==> src/rtl/if_fetch_stage.sv <==
// Instruction-fetch stage: owns the PC, issues req/ready imem reads and
// feeds IF/ID through a one-entry skid buffer with redirect handling.
module if_fetch_stage #(
   parameter logic [31:0] RESET_PC = 32'h0000_0000
) (
   input  logic        clk,
   input  logic        rst_n,
   input  logic        stall_i,
   input  logic        redirect_i,
   input  logic [31:0] redirect_pc_i,
   output logic        imem_req_o,
   output logic [31:0] imem_addr_o,
   input  logic        imem_ready_i,
   input  logic [31:0] imem_rdata_i,
   output logic        if_valid_o,
   output logic [31:0] if_inst_o,
   output logic [31:0] if_pc4_o
);

   typedef enum logic [1:0] {
      IDLE,
      FETCH,
      FULL,
      DRAIN
   } state_t;

   state_t      state_q, state_d;
   logic [31:0] pc_q, pc_d;
   logic [31:0] redir_q, redir_d;
   logic [31:0] skid_inst_q, skid_inst_d;
   logic [31:0] skid_pc4_q, skid_pc4_d;
   logic        valid_q, valid_d;
   logic [31:0] inst_q, inst_d;
   logic [31:0] pc4_q, pc4_d;

   logic [31:0] tgt;
   logic [31:0] pc_inc;
   logic        accept;

   assign tgt    = {redirect_pc_i[31:2], 2'b00};
   assign pc_inc = pc_q + 32'd4;
   assign accept = valid_q & ~stall_i;

   always_comb begin
      state_d     = state_q;
      pc_d        = pc_q;
      redir_d     = redir_q;
      skid_inst_d = skid_inst_q;
      skid_pc4_d  = skid_pc4_q;
      inst_d      = inst_q;
      pc4_d       = pc4_q;
      imem_req_o  = 1'b0;
      // Accepted or flushed output empties unless refilled below
      valid_d     = valid_q & ~accept & ~redirect_i;
      unique case (state_q)
         IDLE: begin
            state_d = FETCH;
            if (redirect_i) pc_d = tgt;
         end
         FETCH: begin
            imem_req_o = 1'b1;
            if (redirect_i) begin
               if (imem_ready_i) begin
                  pc_d = tgt;
               end else begin
                  redir_d = tgt;
                  state_d = DRAIN;
               end
            end else if (imem_ready_i) begin
               pc_d = pc_inc;
               if (!valid_q || !stall_i) begin
                  valid_d = 1'b1;
                  inst_d  = imem_rdata_i;
                  pc4_d   = pc_inc;
               end else begin
                  skid_inst_d = imem_rdata_i;
                  skid_pc4_d  = pc_inc;
                  state_d     = FULL;
               end
            end
         end
         FULL: begin
            if (redirect_i) begin
               pc_d    = tgt;
               state_d = FETCH;
            end else if (!stall_i) begin
               valid_d = 1'b1;
               inst_d  = skid_inst_q;
               pc4_d   = skid_pc4_q;
               state_d = FETCH;
            end
         end
         DRAIN: begin
            imem_req_o = 1'b1;
            if (imem_ready_i) begin
               pc_d    = redirect_i ? tgt : redir_q;
               state_d = FETCH;
            end else if (redirect_i) begin
               redir_d = tgt;
            end
         end
         default: state_d = IDLE;
      endcase
   end

   always_ff @(posedge clk or negedge rst_n) begin
      if (!rst_n) begin
         state_q     <= IDLE;
         pc_q        <= RESET_PC;
         redir_q     <= 32'h0;
         skid_inst_q <= 32'h0;
         skid_pc4_q  <= 32'h0;
         valid_q     <= 1'b0;
         inst_q      <= 32'h0;
         pc4_q       <= 32'h0;
      end else begin
         state_q     <= state_d;
         pc_q        <= pc_d;
         redir_q     <= redir_d;
         skid_inst_q <= skid_inst_d;
         skid_pc4_q  <= skid_pc4_d;
         valid_q     <= valid_d;
         inst_q      <= inst_d;
         pc4_q       <= pc4_d;
      end
   end

   assign imem_addr_o = pc_q;
   assign if_valid_o  = valid_q;
   assign if_inst_o   = inst_q;
   assign if_pc4_o    = pc4_q;

endmodule

==> config.mk <==
export PLATFORM = sky130hd
export DESIGN_NAME = if_fetch_stage
export DESIGN_NICKNAME = d
export VERILOG_FILES = /design/src/rtl/if_fetch_stage.sv
export SDC_FILE = /design/constraint.sdc
export NUM_CORES = 1
export LEC_CHECK = 0
export BUFFER_PORTS_ARGS = -buffer_cell sky130_fd_sc_hd__buf_2
export CAP_MARGIN = 20
export CORE_ASPECT_RATIO = 1.1
export CORE_MARGIN = 2
export CORE_UTILIZATION = 40
export CTS_BUF_LIST = sky130_fd_sc_hd__clkbuf_4 sky130_fd_sc_hd__clkbuf_8
export DETAILED_ROUTE_END_ITERATION = 10
export MAX_ROUTING_LAYER = met4
export PLACE_DENSITY = 0.66
export SYNTH_ARGS = -nofsm -noshare
export SYNTH_HDL_FRONTEND = slang
export SYNTH_SLANG_ARGS = --single-unit
==> constraint.sdc <==
create_clock -name clk -period 3.3 [get_ports clk]
set_clock_uncertainty 0.15 [all_clocks]
set_input_delay 0 -clock clk [delete_from_list [all_inputs] [get_ports clk]]
set_output_delay 0 -clock clk [all_outputs]
set_load 0.03 [all_outputs]
Word level (Yosys, flattened, before mapping)
Cells that the tools add are included.
Widths: inputs -> output; s select.
{"block": "word_totals", "reg_bits": 195, "output_inout_bits": 98, "word_cells": 84}
{"block": "classes", "add_sub_neg": 1, "n_eq_ne": 17, "muxes": 38, "n_bitwise": 7, "reduce_logical": 13}
{"cell": "$mux 32", "n": 19}
{"cell": "$pmux 32 s2", "n": 3}
{"cell": "$pmux 32 s3", "n": 1}
{"cell": "$add 32x3->32 const B", "n": 1}
{"cell": "$ne 2x2->1 const B", "n": 9}
{"cell": "$mux 2", "n": 7}
{"cell": "$ne 3x3->1 const B", "n": 4}
{"cell": "$pmux 2 s4", "n": 1}
{"cell": "$reduce_and 4->1", "n": 2}
{"cell": "$mux 1", "n": 6}
{"cell": "$reduce_and 6->1", "n": 1}
{"cell": "$reduce_and 5->1", "n": 1}
{"cell": "$eq 2x2->1 const B", "n": 2}
{"cell": "$not 1->1", "n": 4}
{"cell": "$reduce_bool 2->1", "n": 2}
{"cell": "$reduce_or 2->1", "n": 2}
{"cell": "$and 1x1->1", "n": 3}
{"cell": "$reduce_and 3->1", "n": 1}
{"cell": "$eq 2x1->1 const B", "n": 1}
{"cell": "$logic_not 1->1", "n": 2}
{"cell": "$logic_not 2->1", "n": 1}
{"cell": "$ne 2x1->1 const B", "n": 1}
{"cell": "$pmux 1 s2", "n": 1}
{"cell": "$logic_or 1x1->1", "n": 1}

Longest topological paths before layout
{"block": "depth", "ltp_word": 9, "depth_mapped": 11, "mapped_depth_nobuf": 7}

Worst setup path after synthesis
No wires, ideal clock.
{"block": "synth_timing", "path_type": "register -> register", "startpoint": "reg pc_q[2], in the netlist imem_addr_o[2]", "endpoint": "reg pc_q[30], in the netlist imem_addr_o[30]", "arrival_ns": 1.873, "t_required_ns": 3.029, "slack_ns": 1.156, "stages_incl_launch_ff": 7, "path_buffers": 0, "period_less_slack_ns": 2.144, "cell_sequence": "dfrtp_1 -> ha_1 -> nand3_2 -> nor3_2 -> nand4_1 -> o21a_1 -> o22a_1"}
{"block": "synth_via", "elab_chain_cells": 4}
{"element": "from (decl)", "line": "28", "rtl": "logic [31:0] pc_q, pc_d;"}
{"element": "from (signal assigned)", "line": "118", "rtl": "pc_q <= pc_d;"}
{"element": "$add 32x3->32", "line": "41", "rtl": "assign pc_inc = pc_q + 32'd4;"}
{"element": "$mux 32", "line": "69", "rtl": "end else if (imem_ready_i) begin"}
{"element": "$mux 32", "line": "62", "rtl": "if (redirect_i) begin"}
{"element": "$pmux 32 s3", "line": "55", "rtl": "unique case (state_q)"}
No other way between the ends. The select of a mux whose other input is x is not followed.
A chain may end at the register's enable or synchronous reset.

Final worst setup path
{"block": "layout_timing", "startpoint": "reg state_q[0]", "endpoint": "reg pc4_q[30], in the netlist if_pc4_o[30]"}
{"block": "layout_via", "elab_chain_cells": 3}
{"element": "from (decl)", "line": "27", "rtl": "state_t state_q, state_d;"}
{"element": "from (signal assigned)", "line": "117", "rtl": "state_q <= state_d;"}
{"element": "$eq 2x1->1 / $eq 2x2->1 (equally long branches)", "line": "55"}
{"element": "$ne 2x2->1 (no line) / $reduce_bool 2->1 (equally long branches)"}
{"element": "$reduce_and 6->1 (no line)"}
{"element": "to (signal assigned)", "line": "124", "rtl": "pc4_q <= pc4_d;"}
{"element": "to (decl)", "line": "34", "rtl": "logic [31:0] pc4_q, pc4_d;"}
Several ways; a longest one is shown, not always the timed one.

==> metrics.yaml <==
layout:
  ff_latch_area_mm2: 0.004880
  area_growth_pct: 24.81
  drive_above_1_share_pct: 23.00
  fillers: 2072
  fin_area_mm2: 0.01136
  antenna_cells: 0
  layout.nets: 1209
  multi_input_area_mm2: 0.003923
clock_tree:
  cts.path.max_buffers: 2
  ctsRootBufferMaster: "clkbuf_8"
  cts.clk_slew.worst_paths_ns: 0.11
  cts.sinks: 195
  cts_tree: "done"
  cts_made_buffers: 17
  cts_max_level: 4
  insertion_delay_ns: 0.46
global_route:
  grt_pass1_wl_um: 38450
  grt_overflow_total: 0
  first_global_vias: 7375
  track_usage_pct: 20.70
  antenna_found_initial: 0
  grt_max_degree: 93
critical_path:
  cp_num_buf_inv: 3
  cp.arrival_ns: 2.98
  start_kind: "register"
  r2r_start: "state_q[0]$_DFFE_PN0P_"
  r2r_slack_ns: 0.52
  path_max_fanout: 24
  crit_family: "simple AND/OR/NAND/NOR gates"
  ff2ff_path_depth: 9
  crit_required_ns: 3.50
  path_cells: "inv_1, ha_4, buf_4, nor3b_1, a31oi_1, nor2_1, buf_4, nand2_1, o211ai_1"
  path_class: "register to register"
  critPathCaptureType: "register"
  crit_path_frequent_cell: "buf_4"
  slowest_stage: "nand2_1"
  max_stage_delay_ns: 0.46
  r2r-end: "if_pc4_o[30]$_DFFE_PN0P_"
detailed_routing:
  post_drt_wl_per_cell_um: 16.38
  drt_pass1_iterations: 5
  vias_per_cell: 5.159
  ant_nets: 0
  drc: 0
  dr_total_vias: 7445
  drt_iter0_drc: 397
  totalWireLength_um: 23630
sta:
  tns_ns: 0
  tightestPinTransition_ns: 0.8858
  post-route-period-util_pct: 84.23
  setup_ws_ns: 0.5204
  drv_slew: 0
  finalCriticalPeriod_ns: 2.780
  rsz0062_at_grt: "no"
  max_freq_ghz: 0.3598
  setup_viol_count_final: 0
  whs_ns: 0.1265
  relSlewSlack_pct: 40.95
  finalHoldViolCount: 0
worst_hold_path:
  hold_end: "skid_inst_q[4]$_DFFE_PN0P_"
  worst_hold_path_type: "input pin to register"
  holdPathStages: 4
  hold_start: "imem_rdata_i[4]"
floorplanning:
  io_pins: 167
  die-height_um: 162.2
  die-area_mm2: 0.02398
  placementRows: 57
  core_area_mm2: 0.02225
  die_x_um: 147.8
  initial_core_util_pct: 40.91
placement:
  gp_congestion: 0.8076
  numPortBuffers: 164
  place_worst_setup_slack_ns: 0.5119
  dpl.hpwl_um: 15470
  postPlaceCellArea_mm2: 0.01026
synth:
  synth_top_area_share_pct: 53.60
  synth_cell_types: 52
  ys_seq_area_share_pct: 53.60
  syn_inst: 927
  synth_most_common_cell: "nand2_1"
  synthTopCellsByCount: "nand2_1, dfrtp_1, o21ai_0"
  synth-edff-count: 0
  synth_area_leader_cell: "dfrtp_1"
  yosys_warnings: 0
  ys_ff_latch: 195
  syn_nets: 1001
  syn-cell-area_mm2: 0.009104
  synth_ff_type: "dfrtp_1"
  synthArstFlopShare_pct: 100.0
  synthTopCellsByArea: "dfrtp_1, nand2_1, o21ai_0"
  avgSynthCellArea_um2: 9.821
power:
  powerDensity_mw_per_mm2: 886.0
  p_leak_uw: 0.005300
  ir_worst_vdd_uv: 518.1
job:
  cap_viol_max_count: 0
outcome:
  status: "complete, no violations"
[power by group]
group / total, µW / switching [µW] / leakage (µW) / internal [µW]
Clock: 1620 / 912 / 0.000203 / 708
Combinational: 4250 / 2760 / 0.00260 / 1480
Sequential: 4200 / 763 / 0.00249 / 3440
[how the worst max path moves through the flow]
stage | start | end | slack [ns] | cells past startpoint
floorplan | imem_addr_o[2]$_DFFE_PN0P_ | imem_addr_o[30]$_DFFE_PN0P_ | 1.16 | 6
CTS | state_q[0]$_DFFE_PN0P_ | if_pc4_o[30]$_DFFE_PN0P_ | 0.49 | 9
global route | state_q[0]$_DFFE_PN0P_ | if_pc4_o[30]$_DFFE_PN0P_ | 0.30 | 9
global placement | state_q[0]$_DFFE_PN0P_ | if_pc4_o[15]$_DFFE_PN0P_ | 0.55 | 9
detailed placement | state_q[0]$_DFFE_PN0P_ | if_pc4_o[26]$_DFFE_PN0P_ | 0.51 | 9
finish | state_q[0]$_DFFE_PN0P_ | if_pc4_o[30]$_DFFE_PN0P_ | 0.52 | 9
[registers in the layout (all words and copies together) (netlist names)]
name         flops
imem_addr_o     32
skid_pc4_q      32
state_q          2
skid_inst_q     32
if_valid_o       1
redir_q         32
if_pc4_o        32
if_inst_o       32
[worst min-delay path, delay by kind of cell]
kind	cells	cell delay, ns
buffers and inverters	2	0.63
and+or+nand+nor	2	0.08
[final cells by class]
cell class | count | share of cell area, %
Sequential cell | 195 | 42.95
Multi-Input combinational cell | 650 | 34.52
Timing Repair Buffer | 250 | 14.97
Tap cell | 295 | 3.249
Clock buffer | 18 | 2.125
Clock inverter | 14 | 1.498
Inverter | 21 | 0.6938
[metrics by stage]
stage	utilization, %	total power, µW	instances
2_1_floorplan	-	7014	927
3_3_place_gp	46.04	8289	1342
3_5_place_dp	46.11	8431	1343
4_1_cts	51.06	10130	1443
5_1_grt	51.06	10750	1443
6_report	51.06	10070	1443
[kinds of logic after synthesis]
logic type,Yosys count,synth area share (%)
adder cells (fa/ha/maj),5,0.6872
flip-flops,195,53.60
multiplexers,66,7.683
buffers and inverters,82,3.780
XOR/XNOR,28,2.694
AND/OR/NAND/NOR,327,15.96
AO/OA/AOI/OAI,224,15.60
[routing by layer]
layer	part of all wire (%)	vias up	track usage [%]
met1	49	3567	28.67
met4	1.2	0	5.281
met3	4.4	17	3.876
li1	-	3660	-
met5	0	-	-
met2	46	201	31.67
[cells in the final DEF (no fill, tap or decap), types with 17 or more instances in the layout]
master / instances
nand2_1: 224
a21oi_1: 34
xnor2_1: 20
dlygate4sd3_1: 67
nor2_1: 26
o211ai_1: 19
dfrtp_1: 195
o21ai_0: 90
mux2i_1: 35
buf_2: 163
nand3_1: 34
inv_1: 21
mux2_2: 31
a221oi_1: 17
clkbuf_8: 18
[timing repair]
item / in CTS / in global routing
buffers inserted: 0 / 0
gates resized for setup: 0 / 0
endpoints found under the hold margin: 314 / 0
hold buffers: 68 / 0
Note: power is estimated with default switching activity, not from simulation.
